`src/rtl/cpu_types_pkg.sv`:
```
// rtl/cpu_types_pkg.sv - shared CPU bus types and memory arbiter constants
package cpu_types_pkg;

  // 32-bit bus word used for addresses and data
  typedef logic [31:0] word_t;

  // Memory arbiter FSM states
  typedef enum logic [1:0] {
    IDLE  = 2'd0,
    IBUSY = 2'd1,
    DBUSY = 2'd2,
    RESP  = 2'd3
  } arb_state_t;

  // Value returned to the requester when the RAM never acknowledges
  localparam word_t ARB_ERR_WORD = 32'hBAD1BAD1;

  // Default number of BUSY cycles tolerated before an access is aborted
  localparam int ARB_TIMEOUT = 64;

  // Width of the timeout counter; must hold ARB_TIMEOUT-1
  localparam int ARB_CTR_W = 7;

  // True while a RAM access is outstanding
  function automatic logic arb_busy(arb_state_t s);
    return (s == IBUSY) || (s == DBUSY);
  endfunction

endpackage

```
`src/rtl/arb_timeout_ctr.sv`:
```
// rtl/arb_timeout_ctr.sv - saturating BUSY-cycle counter flagging a stuck RAM access
module arb_timeout_ctr #(
  parameter int W       = 7,
  parameter int TIMEOUT = 64
) (
  input  logic clk_i,
  input  logic rst_i,
  input  logic clr_i,
  input  logic en_i,
  output logic expired_o
);

  localparam logic [W-1:0] LAST = W'(TIMEOUT - 1);
  localparam logic [W-1:0] MAX  = {W{1'b1}};

  logic [W-1:0] cnt_q;

  // Count enabled cycles, hold at the top value, restart whenever cleared
  always_ff @(posedge clk_i or posedge rst_i) begin
    if (rst_i) begin
      cnt_q <= '0;
    end else if (clr_i) begin
      cnt_q <= '0;
    end else if (en_i && (cnt_q != MAX)) begin
      cnt_q <= cnt_q + W'(1);
    end
  end

  // Expiry is only meaningful while the access is being timed
  assign expired_o = en_i && (cnt_q == LAST);

endmodule

```
`src/rtl/mem_arbiter.sv`:
```
// rtl/mem_arbiter.sv - single-port RAM arbiter between instruction fetch and data ports
module mem_arbiter
  import cpu_types_pkg::*;
#(
  parameter int    TIMEOUT  = ARB_TIMEOUT,
  parameter word_t ERR_WORD = ARB_ERR_WORD
) (
  input  logic  CLK,
  input  logic  RST,
  input  logic  iREN,
  input  word_t iaddr,
  output word_t iload,
  output logic  ihit,
  input  logic  dREN,
  input  logic  dWEN,
  input  word_t daddr,
  input  word_t dstore,
  output word_t dload,
  output logic  dhit,
  output logic  ram_ren,
  output logic  ram_wen,
  output word_t ram_addr,
  output word_t ram_store,
  input  word_t ram_load,
  input  logic  ram_ack,
  output logic  err
);

  arb_state_t state_q;
  logic       last_was_d_q;
  logic       gnt_is_d_q;
  logic       ram_ren_q;
  logic       ram_wen_q;
  word_t      ram_addr_q;
  word_t      ram_store_q;
  word_t      resp_q;
  logic       err_q;

  logic       d_req;
  logic       gnt_d_d;
  logic       gnt_i_d;
  logic       busy;
  logic       expired;

  // Grant choice in IDLE: data first unless it won last time and fetch is waiting
  always_comb begin
    d_req   = dREN | dWEN;
    gnt_d_d = d_req && (!iREN || !last_was_d_q);
    gnt_i_d = iREN && !gnt_d_d;
  end

  assign busy = arb_busy(state_q);

  arb_timeout_ctr #(
    .W       (ARB_CTR_W),
    .TIMEOUT (TIMEOUT)
  ) u_timeout (
    .clk_i     (CLK),
    .rst_i     (RST),
    .clr_i     (!busy),
    .en_i      (busy),
    .expired_o (expired)
  );

  // Arbiter FSM: latch the winning request, hold RAM signals until ack or timeout
  always_ff @(posedge CLK or posedge RST) begin
    if (RST) begin
      state_q      <= IDLE;
      last_was_d_q <= 1'b0;
      gnt_is_d_q   <= 1'b0;
      ram_ren_q    <= 1'b0;
      ram_wen_q    <= 1'b0;
      ram_addr_q   <= '0;
      ram_store_q  <= '0;
      resp_q       <= '0;
      err_q        <= 1'b0;
    end else begin
      case (state_q)
        IDLE: begin
          if (gnt_d_d) begin
            state_q      <= DBUSY;
            last_was_d_q <= 1'b1;
            gnt_is_d_q   <= 1'b1;
            ram_addr_q   <= daddr;
            ram_store_q  <= dstore;
            // A simultaneous read+write request is serviced as a write
            ram_wen_q    <= dWEN;
            ram_ren_q    <= !dWEN;
          end else if (gnt_i_d) begin
            state_q      <= IBUSY;
            last_was_d_q <= 1'b0;
            gnt_is_d_q   <= 1'b0;
            ram_addr_q   <= iaddr;
            ram_store_q  <= '0;
            ram_wen_q    <= 1'b0;
            ram_ren_q    <= 1'b1;
          end
        end
        IBUSY, DBUSY: begin
          // An ack on the expiry cycle still counts as a normal completion
          if (ram_ack) begin
            resp_q    <= ram_load;
            ram_ren_q <= 1'b0;
            ram_wen_q <= 1'b0;
            state_q   <= RESP;
          end else if (expired) begin
            resp_q    <= ERR_WORD;
            err_q     <= 1'b1;
            ram_ren_q <= 1'b0;
            ram_wen_q <= 1'b0;
            state_q   <= RESP;
          end
        end
        RESP: begin
          state_q <= IDLE;
        end
        default: begin
          state_q <= IDLE;
        end
      endcase
    end
  end

  assign ram_ren   = ram_ren_q;
  assign ram_wen   = ram_wen_q;
  assign ram_addr  = ram_addr_q;
  assign ram_store = ram_store_q;
  assign err       = err_q;

  // Both ports see the same response word; only the matching hit qualifies it
  assign iload = resp_q;
  assign dload = resp_q;

  // A requester that dropped its request (flush) gets no completion pulse
  assign ihit = (state_q == RESP) && !gnt_is_d_q && iREN;
  assign dhit = (state_q == RESP) &&  gnt_is_d_q && d_req;

endmodule

```
`config.mk`:
```
export PLATFORM = sky130hd
export DESIGN_NAME = mem_arbiter
export DESIGN_NICKNAME = d
export VERILOG_FILES = /design/src/rtl/cpu_types_pkg.sv /design/src/rtl/arb_timeout_ctr.sv /design/src/rtl/mem_arbiter.sv
export SDC_FILE = /design/constraint.sdc
export NUM_CORES = 1
export LEC_CHECK = 0
export BUFFER_PORTS_ARGS = -buffer_cell sky130_fd_sc_hd__buf_4
export CORE_MARGIN = 4
export CORE_UTILIZATION = 44
export CTS_CLUSTER_SIZE = 24
export DETAILED_ROUTE_END_ITERATION = 16
export PLACE_DENSITY = 0.8
export SYNTH_ARGS = -nofsm -noshare
export SYNTH_HDL_FRONTEND = slang
export SYNTH_SLANG_ARGS = --single-unit
```
`constraint.sdc`:
```
create_clock -name CLK -period 4.05 [get_ports CLK]
set_input_delay 0.81 -clock CLK [delete_from_list [all_inputs] [get_ports CLK]]
set_output_delay 0.81 -clock CLK [all_outputs]
set_load 0.05 [all_outputs]
```
==> summary.txt <==
Timing
  – Setup TNS Final: 0 ns
  – Setup Viol. Count Final: 0
  – Worst Max-Slew Pin Slew: roughly 1.1 ns
  – Crit share post-route: 57.0%
  – Max Transition Viols Final: 0
  – Final Critical Period: around 2.3 ns
  – RSZ-0062 raised after global routing: no
  – Clock skew: a little under 0.009 ns
  – Slew headroom: between 20% and 30%
  – Final Hold Vio Count: 0
  – Fmax: 433 MHz

Setup path
  – Critical path's most frequent cell: buf_4
  – R2R setup slack: just under 2 ns
  – Cell Chain, Critical Path: buf_4 > nor2_2 > nor2_1 > buf_4
  – Reg2reg start: u_timeout.cnt_q[0]
  – WS Path Type: input pin to output port
  – CP max-delay cell: nor2_2
  – Reg2reg path depth: 5
  – Crit. End Element: output port
  – Worst EP arrival: around 1.5 ns
  – Critical path capture point: dhit
  – FF-to-FF End: dload[3]
  – Crit path max fanout: 5
  – Req. time, crit path: between 3 and 4 ns
  – CP Launch Type: input pin
  – Crit path from: dWEN
  – Worst path max stage delay: about 0.25 ns

Cells and area
  – Layout net count: approximately 760
  – Layout cell share with drive strength beyond 1: about half
  – Design Area, Final: between 6000 and 7000 um2
  – Area Overhead vs Synth: 43.5%
  – Ant. Diodes: 0

Floorplan
  – Die X: approximately 110 um
  – I/O pins: ~270
  – Core area: a little over 10,000 um2
  – Num rows: 37
  – Starting Density: a little under half
  – Die area: about 12,000 um2
  – DIE HEIGHT: ~110 um

Drt
  – Starting DRC count in detailed routing: around 210
  – Vias per cell: ~5.0
  – DRT Pass-1 Iters: 4
  – Vias: ~3.8k
  – Avg WL per Cell: 17.2 um
  – Remaining antenna violation count: 0
  – Wirelength, routed: ~13,000 um
  – Residual DRC count: 0

CTS
  – Maximum clock path buffer count: 2
  – Worst-Skew Late Latency: 0.37 ns
  – Clk root buf: clkbuf_8
  – CTS tree: built
  – Total CTS buffers: 9
  – Clock transition at path regs: around 0.1 ns
  – Resize count post-CTS: 0
  – H-tree lvl count: 3
  – CTS sink count: approximately 110
  – Post-CTS Setup Inserts: 0
  – Hold_buf cts: 0

Synthesis
  – Top post-synthesis cells by area: dfrtp_1, a22o_1, mux2i_1
  – Main combinational cell family by area after synthesis: compound AO/OA/AOI/OAI gates
  – Simple-gate portion of the synthesized area: 6.73%
  – Synth Cell Area: around 4700 um2
  – Gate Count Post-Synth: between 300 and 400
  – Yosys warnings: 0
  – Synth Area in Adders: less than 1%
  – Leading area contributor after synthesis: dfrtp_1
  – Count of cell types in the netlist: 38
  – Synth Area in Compound Gates: between 10% and 20%
  – Synthesized Nets: about 530
  – Post-synthesis mux area share: 7.02%
  – Yosys reg bits: around 110
  – Sequential fraction of the synthesis area: 58.0%
  – Xor and xnor area share after synthesis: less than 1%
  – Synth Area per Inst: roughly 12 um2
  – Post-synth top area share: between 50% and 60%

Global route
  – Initial antenna violation count: 0
  – First-pass GRT wire length: 20,900 um
  – Largest net degree at the start of global routing: slightly above 60
  – Total GRT Usage: a little over a fifth
  – Vias in the first global route: between 3k and 4k
  – Gr ovfl total: 0

Place
  – # port buffers: ~270
  – Placed cell area: between 6000 and 7000 um2
  – DP Wirelength: 10,200 um
  – Routability cong.: 0.828

Job
  – Number of max-cap violations: 0

Worst hold path
  – Worst Hold Class: register to register

Outcome
  – Status: finished, final reports clean
## worst max-delay path, delay by kind of cell
family,cells,cell delay [ns]
AND/OR/NAND/NOR,2,0.35
buffers and inverters,2,0.34
## routing by layer
metal | part of all wire, % | track usage (%) | routed length [um]
met5 | 0 | 0 | 0
met4 | 1.5 | 5.03 | 191
met3 | 5.7 | 5.11 | 739
met2 | 53 | 36.8 | 6900
met1 | 40 | 25.9 | 5240
## through the flow
step	utilization [%]	instances	worst slack [ns]	hold slack, ns
after detailed placement	63.4	743	1.49	0.467
after global routing	65.1	759	1.70	0.514
after global placement	63.4	743	1.55	0.447
after CTS	65.1	759	1.74	0.491
after floorplan	-	388	0.366	0.494
final	65.1	759	1.74	0.491
## state kept, by name, indices dropped and copies added (netlist names)
signal           flops
gnt_is_d_q           1
err                  1
ram_ren              1
ram_addr            32
ram_wen              1
u_timeout.cnt_q      7
ram_store           32
dload               32
state_q              2
## cell families (layout without fill, tap and decap cells)
logic type               Yosys count  in the layout
adder cells (fa/ha/maj)            3              3
XOR/XNOR                           4              4
AO/OA/AOI/OAI                    115            115
multiplexers                      33             33
AND/OR/NAND/NOR                   64             64
buffers and inverters             60            295
flip-flops                       109            109
## area by class of cell
| class | instances | area (um2) |
|---|---|---|
| fillers | 824 | 3620 |
| flip-flops and latches | 109 | 2730 |
| repair buffers | 274 | 2070 |
| multi-input cells | 219 | 1590 |
| well taps | 136 | 170 |
| clock buffers | 9 | 124 |
| clock inverters | 7 | 51.3 |
| inverters | 5 | 21.3 |
## worst min path at each step
stage	start	to	slack (ns)	cells after the start
after global routing	ram_addr[1]	ram_addr[1]	0.51	2
after global placement	err	err	0.45	1
after CTS	err	err	0.49	1
after detailed placement	err	err	0.47	1
final	ram_addr[8]	ram_addr[8]	0.49	2
after floorplan	state_q[0]	state_q[0]	0.49	1
## cell usage after synthesis (all sizes together)
master,instances
nand2,41
and3,1
o21a,3
a211oi,1
a21boi,1
a21oi,1
ha,3
mux2i,33
nor3,3
o31ai,2
o22a,18
or4b,1
a31oi,1
inv,5
a21o,4
nand3,3
a22o,47
nand2b,1
nor2b,1
o21ai,37
buf,45
and2,5
clkbuf,10
xnor2,4
or3b,1
nor2,7
dfrtp,109
## placed cells by master, fill, tap and decap left out, types with 2 or more instances in the layout
cell        Yosys  layout
a21o_1          4       4
a22o_1         47      47
and2_1          4       4
buf_4          34     273
clkbuf_8        0       9
clkinv_2        0       2
clkinv_4        0       2
clkinvlp_4      0       2
dfrtp_1       109     109
ha_1            3       3
inv_1           5       4
mux2i_1        33      33
nand2_1        41      41
nand3_1         2       2
nor2_1          4       4
nor2_2          2       2
o21a_1          3       3
o21ai_0        28      28
o21ai_1         8       8
o22a_1         18      18
xnor2_1         4       4
Power is not shown: default switching activity piles up to over one toggle a cycle in this logic, so the estimate is an artifact.
